`config.mk`:
```
export PLATFORM = sky130hd
export DESIGN_NAME = booth_seq_mult
export DESIGN_NICKNAME = d
export VERILOG_FILES = /design/src/rtl/booth_pkg.sv /design/src/rtl/booth_step.sv /design/src/rtl/booth_seq_mult.sv
export SDC_FILE = /design/constraint.sdc
export NUM_CORES = 1
export LEC_CHECK = 0
export ABC_AREA = 1
export CAP_MARGIN = 20
export CORE_MARGIN = 3
export CORE_UTILIZATION = 35
export CTS_BUF_LIST = sky130_fd_sc_hd__clkbuf_4
export DETAILED_ROUTE_END_ITERATION = 8
export PLACE_DENSITY = 0.67
export SLEW_MARGIN = 20
export SYNTH_ARGS = -nofsm -noshare
export SYNTH_HDL_FRONTEND = slang
export SYNTH_SLANG_ARGS = --single-unit
export TNS_END_PERCENT = 100
```
`constraint.sdc`:
```
create_clock -name clk -period 3.45 [get_ports clk]
set_input_delay 0.69 -clock clk [delete_from_list [all_inputs] [get_ports clk]]
set_output_delay 0.69 -clock clk [all_outputs]
set_load 0.01 [all_outputs]
```
`src/rtl/booth_pkg.sv`:
```
// Shared types for the sequential radix-2 Booth multiplier: FSM states and
// the {Q[0], q_1} recode pair values.
package booth_pkg;

  typedef enum logic [1:0] {
    IDLE = 2'b00,
    CALC = 2'b01,
    DONE = 2'b10
  } state_e;

  localparam logic [1:0] BOOTH_NOP0 = 2'b00;
  localparam logic [1:0] BOOTH_ADD  = 2'b01;
  localparam logic [1:0] BOOTH_SUB  = 2'b10;
  localparam logic [1:0] BOOTH_NOP1 = 2'b11;

endpackage

```
`src/rtl/booth_step.sv`:
```
// One combinational Booth step: recode {Q[0],q_1}, add/sub M into A,
// then arithmetic right shift of {A,Q,q_1} by one.
module booth_step
  import booth_pkg::*;
#(
  parameter int WIDTH = 6
) (
  input  logic [WIDTH:0]   a_i,
  input  logic [WIDTH-1:0] q_i,
  input  logic             q1_i,
  input  logic [WIDTH:0]   m_i,
  output logic [WIDTH:0]   a_o,
  output logic [WIDTH-1:0] q_o,
  output logic             q1_o
);

  logic [WIDTH:0] sum;

  always_comb begin
    sum = a_i;
    case ({q_i[0], q1_i})
      BOOTH_ADD:  sum = a_i + m_i;
      BOOTH_SUB:  sum = a_i - m_i;
      BOOTH_NOP0,
      BOOTH_NOP1: sum = a_i;
      default:    sum = a_i;
    endcase
  end

  // The sign bit of the (WIDTH+1)-bit accumulator is replicated on shift.
  assign a_o  = {sum[WIDTH], sum[WIDTH:1]};
  assign q_o  = {sum[0], q_i[WIDTH-1:1]};
  assign q1_o = q_i[0];

endmodule

```
`src/rtl/booth_seq_mult.sv`:
```
// Sequential signed Booth multiplier: one recode/add/shift step per clock,
// valid/ready on both sides, abort flushes to IDLE.
module booth_seq_mult
  import booth_pkg::*;
#(
  parameter int WIDTH = 6
) (
  input  logic               clk,
  input  logic               rst_n,
  input  logic               abort,
  input  logic               in_valid,
  output logic               in_ready,
  input  logic [WIDTH-1:0]   in_a,
  input  logic [WIDTH-1:0]   in_b,
  output logic               out_valid,
  input  logic               out_ready,
  output logic [2*WIDTH-1:0] out_p,
  output logic               busy
);

  localparam int CNT_W = $clog2(WIDTH + 1);
  localparam logic [CNT_W-1:0] LAST_STEP = CNT_W'(WIDTH - 1);

  state_e           state_q, state_d;
  logic [CNT_W-1:0] cnt_q, cnt_d;
  logic [WIDTH:0]   a_q, a_d;
  logic [WIDTH-1:0] q_q, q_d;
  logic             q1_q, q1_d;
  logic [WIDTH:0]   m_q, m_d;

  logic [WIDTH:0]   step_a;
  logic [WIDTH-1:0] step_q;
  logic             step_q1;

  booth_step #(.WIDTH(WIDTH)) u_step (
    .a_i  (a_q),
    .q_i  (q_q),
    .q1_i (q1_q),
    .m_i  (m_q),
    .a_o  (step_a),
    .q_o  (step_q),
    .q1_o (step_q1)
  );

  always_ff @(posedge clk or negedge rst_n) begin
    if (!rst_n) begin
      state_q <= IDLE;
      cnt_q   <= '0;
      a_q     <= '0;
      q_q     <= '0;
      q1_q    <= 1'b0;
      m_q     <= '0;
    end else begin
      state_q <= state_d;
      cnt_q   <= cnt_d;
      a_q     <= a_d;
      q_q     <= q_d;
      q1_q    <= q1_d;
      m_q     <= m_d;
    end
  end

  always_comb begin
    state_d = state_q;
    cnt_d   = cnt_q;
    a_d     = a_q;
    q_d     = q_q;
    q1_d    = q1_q;
    m_d     = m_q;
    case (state_q)
      IDLE: begin
        if (in_valid) begin
          m_d     = {in_a[WIDTH-1], in_a};
          q_d     = in_b;
          a_d     = '0;
          q1_d    = 1'b0;
          cnt_d   = '0;
          state_d = CALC;
        end
      end
      CALC: begin
        a_d   = step_a;
        q_d   = step_q;
        q1_d  = step_q1;
        cnt_d = cnt_q + CNT_W'(1);
        if (cnt_q == LAST_STEP) state_d = DONE;
      end
      DONE: begin
        if (out_ready) state_d = IDLE;
      end
      default: begin
        state_d = IDLE;
        cnt_d   = '0;
      end
    endcase
    // Abort overrides everything, including a same-edge accept or delivery.
    if (abort) begin
      state_d = IDLE;
      cnt_d   = '0;
    end
  end

  assign in_ready  = (state_q == IDLE);
  assign out_valid = (state_q == DONE);
  assign busy      = (state_q == CALC) || (state_q == DONE);
  // A[WIDTH] duplicates A[WIDTH-1] once all steps are done; output is zero outside DONE.
  assign out_p     = out_valid ? {a_q[WIDTH-1:0], q_q} : '0;

endmodule

```
==> impl_metrics.ini <==
[outcome]
status = finished, final reports clean

[clock_tree]
tritoncts = yes
cts_max_level = 1
root_buffer = sky130_fd_sc_hd__clkbuf_4
clock_path_buffers = 2
cts_hold_buf = 0
cts_inserted_buffers = 3
clock_latency_late_sink_ns = 0.32
cts.repair.resized = 0
clk_transition_reported_paths_ns = 0.14
clock-sinks = 24
postCtsSetupRepairBufs = 0

[logic_synthesis]
ys_seq_elements = 24
post_synth_inst_count = 236
yosys.area_share.simple_pct = 26.6
synth_largest_area_cell = sky130_fd_sc_hd__dfrtp_1
yosysTopAreaCellShare_pct = 34.0
netlist_area_sq_um = 1770
synth_fp_nets = 268
netlist_top_cells_area = sky130_fd_sc_hd__dfrtp_1, sky130_fd_sc_hd__nand2_1, sky130_fd_sc_hd__ha_1, sky130_fd_sc_hd__inv_1, sky130_fd_sc_hd__nand3_1
synth_seq_area_share_pct = 34.0
synth_compound_gate_area_share_pct = 11.0
average_instance_area_after_synthesis_sq_um = 7.49
ys_warn_count = 0
synthAdderAreaFrac_pct = 11.0
synthDistinctLibCells = 31
post_synth_mux_area_share_pct = 1.84
post_synthesis_xor_xnor_area_fraction_pct = 3.47
largest_family_of_logic_cells_by_synthesized_area = simple AND/OR/NAND/NOR gates

[power_and_ir_drop]
ir_drop_v = 0.000363
total_leakage_power_uw = 0.00112
pwr_density_cell_nw_per_um2 = 937

[setup_path]
cpMostUsedCell = sky130_fd_sc_hd__inv_1
crit_required_ns = 2.76
worst-setup-path-type = register to primary output
cp_data_arrival_time_ns = 2.16
critical_path_peak_fanout = 15
worstPathCellList = inv_1, ha_1, nand2_1, inv_1, clkdlybuf4s50_1
crit_path_start_kind = register
crit_path_end_kind = primary output
cp_slowest_stage_delay_ns = 0.53
critPathSlowestCell = sky130_fd_sc_hd__ha_1

[route]
drc = 0
avgViaCountPerCell = 4.60
ant_nets = 0
detailedRoute.firstIterationViolations = 77
route.vias.total = 1535
routed_wirelength_um = 3540
pre_repair_dr_iteration_count = 4
routedWlPerCell_um = 10.6

[sta]
layout_worst_path_cycle_share_pct = 82.5
clock_period_minus_worst_slack_ns = 2.85
finalClockSkew_ns = 0.00375
timing.final.setup_violations = 0
worst_slew_pin_slew_ns = 0.585
hold_viol = 0
drv_slew = 0
slew-limit-headroom_pct = 61.0
timing.setup.tns_ns = 0
rsz_0062_raised_after_global_routing = false
max_freq_mhz = 351

[grt]
via_count_of_the_first_global_routing_pass = 1474
antenna_found_initial = 0
grt_max_degree = 25
global_route.usage.total_pct = 12.8
grt_first_pass_wirelength_um = 6300
globalRouteOverflowTotal = 0

[placement]
portBuffers = 31
place_congestion = 0.871
post-dp-hpwl_um = 2800
dpl.cell_count = 330

[final_layout]
fin_nets = 300
drive_above_1_share_pct = 5.62
post_layout_nonfiller_instances = 334
areaGrowthSynthToFinish_pct = 21.3
antenna-diode-count = 0

[job]
timing.max_cap.violations = 0

[floorplan]
dieArea_sq_um = 5940
floorplan.rows = 25
initial_utilization_pct = 36.7
ioPinCount = 32
floorplan.die.width_um = 77.1
die_height_um = 77.1
placeableCoreArea_sq_um = 4820

[min_path]
type_of_the_tightest_min_delay_check = register to register
flip-flops by register name (all words and copies together) (netlist names):
register	cells
a_q	6
m_q	6
q_q	6
cnt_q	3
state_q	2
q1_q	1
power breakdown:
part	internal (uW)	leakage (uW)	total, uW	switching, uW
Sequential	401	0.000295	510	109
Combinational	571	0.000808	1360	794
Clock	42.5	0.0000154	134	91.7
placed cells by master (no fill, tap or decap), drive strengths merged, types with 4 or more instances in the layout:
master	instances
nor2	19
clkdlybuf4s50	31
dfrtp	24
nand3	15
ha	14
a31oi	5
nand2	69
a21oi	12
inv	43
o21ai	8
xnor2	4
cell families (layout without fill, tap and decap cells):
logic type	count (synthesis)	in the layout
AOI/OAI and AO/OA	32	32
muxes	3	3
adders and majority gates	15	15
DFF	24	24
buffers and inverters	48	79
and+or+nand+nor	107	107
xor gates and xnor gates	7	7
stage by stage:
step / hold WS [ns] / setup slack [ns] / utilization, % / power (uW) / instance area, sq um
final: 0.537 / 0.605 / 44.5 / 2010 / 2140
after global routing: 0.555 / 0.444 / 44.5 / 2260 / 2140
after CTS: 0.539 / 0.528 / 44.5 / 2030 / 2140
after detailed placement: 0.521 / 0.921 / 44.0 / 1890 / 2120
after global placement: 0.508 / 1.03 / 44.0 / 1870 / 2120
after floorplan: 0.394 / 1.54 / - / 1610 / 1770
path summary, 6_finish.rpt:
kind | start | to | slack, ns | depth (start not counted)
worst max-delay path | state_q[0] | out_p[11] | 0.60 | 5
worst min-delay path | cnt_q[0] | cnt_q[0] | 0.54 | 1
worst max register to register | q1_q | a_q[3] | 1.28 | 11
worst min register to register | cnt_q[0] | cnt_q[0] | 0.54 | 1
max in group asynchronous | rst_n | a_q[5] | 2.51 | 2
min in group asynchronous | rst_n | q_q[3] | 0.70 | 2
layout make-up:
class | count | area, sq um
Fill cell | 515 | 2670
Multi-Input combinational cell | 164 | 955
Sequential cell | 24 | 601
Timing Repair Buffer | 32 | 318
Inverter | 43 | 161
Tap cell | 67 | 83.8
Clock buffer | 3 | 22.5
Clock inverter | 1 | 3.75
synth_stat cells:
| library cell | number |
|---|---|
| sky130_fd_sc_hd__nor3_1 | 1 |
| sky130_fd_sc_hd__o21ai_1 | 1 |
| sky130_fd_sc_hd__fa_1 | 1 |
| sky130_fd_sc_hd__mux2_2 | 2 |
| sky130_fd_sc_hd__xnor2_1 | 4 |
| sky130_fd_sc_hd__nor2_1 | 18 |
| sky130_fd_sc_hd__inv_2 | 1 |
| sky130_fd_sc_hd__o21ai_0 | 7 |
| sky130_fd_sc_hd__nand3_1 | 15 |
| sky130_fd_sc_hd__nand4_1 | 3 |
| sky130_fd_sc_hd__mux2i_1 | 1 |
| sky130_fd_sc_hd__buf_12 | 1 |
| sky130_fd_sc_hd__nor2_2 | 1 |
| sky130_fd_sc_hd__a21oi_2 | 1 |
| sky130_fd_sc_hd__inv_1 | 42 |
| sky130_fd_sc_hd__clkbuf_1 | 1 |
| sky130_fd_sc_hd__nand2_4 | 3 |
| sky130_fd_sc_hd__ha_1 | 14 |
| sky130_fd_sc_hd__a31oi_1 | 5 |
| sky130_fd_sc_hd__buf_6 | 2 |
| sky130_fd_sc_hd__xor2_1 | 3 |
| sky130_fd_sc_hd__a21oi_1 | 11 |
| sky130_fd_sc_hd__nand2_8 | 1 |
| sky130_fd_sc_hd__o31ai_1 | 1 |
| sky130_fd_sc_hd__o32ai_2 | 1 |
| sky130_fd_sc_hd__dfrtp_1 | 24 |
| sky130_fd_sc_hd__buf_2 | 1 |
| sky130_fd_sc_hd__o22a_2 | 1 |
| sky130_fd_sc_hd__o21a_1 | 1 |
| sky130_fd_sc_hd__o22ai_1 | 3 |
| sky130_fd_sc_hd__nand2_1 | 65 |
worst max-delay path, delay by kind of cell (launching register included):
family | cells | cell delay [ns]
adder cells (fa/ha/maj) | 1 | 0.53
buffers and inverters | 3 | 0.71
flip-flops | 1 | 0.44
AND/OR/NAND/NOR | 1 | 0.15
metal layers:
metal / part of all wire [%] / GRT usage, %
met2: 45 / 21.8
met1: 50 / 16.7
met3: 3.9 / 2.46
met5: 0 / 0
met4: 0.93 / 3.20
(Power assumes the default switching activity.)
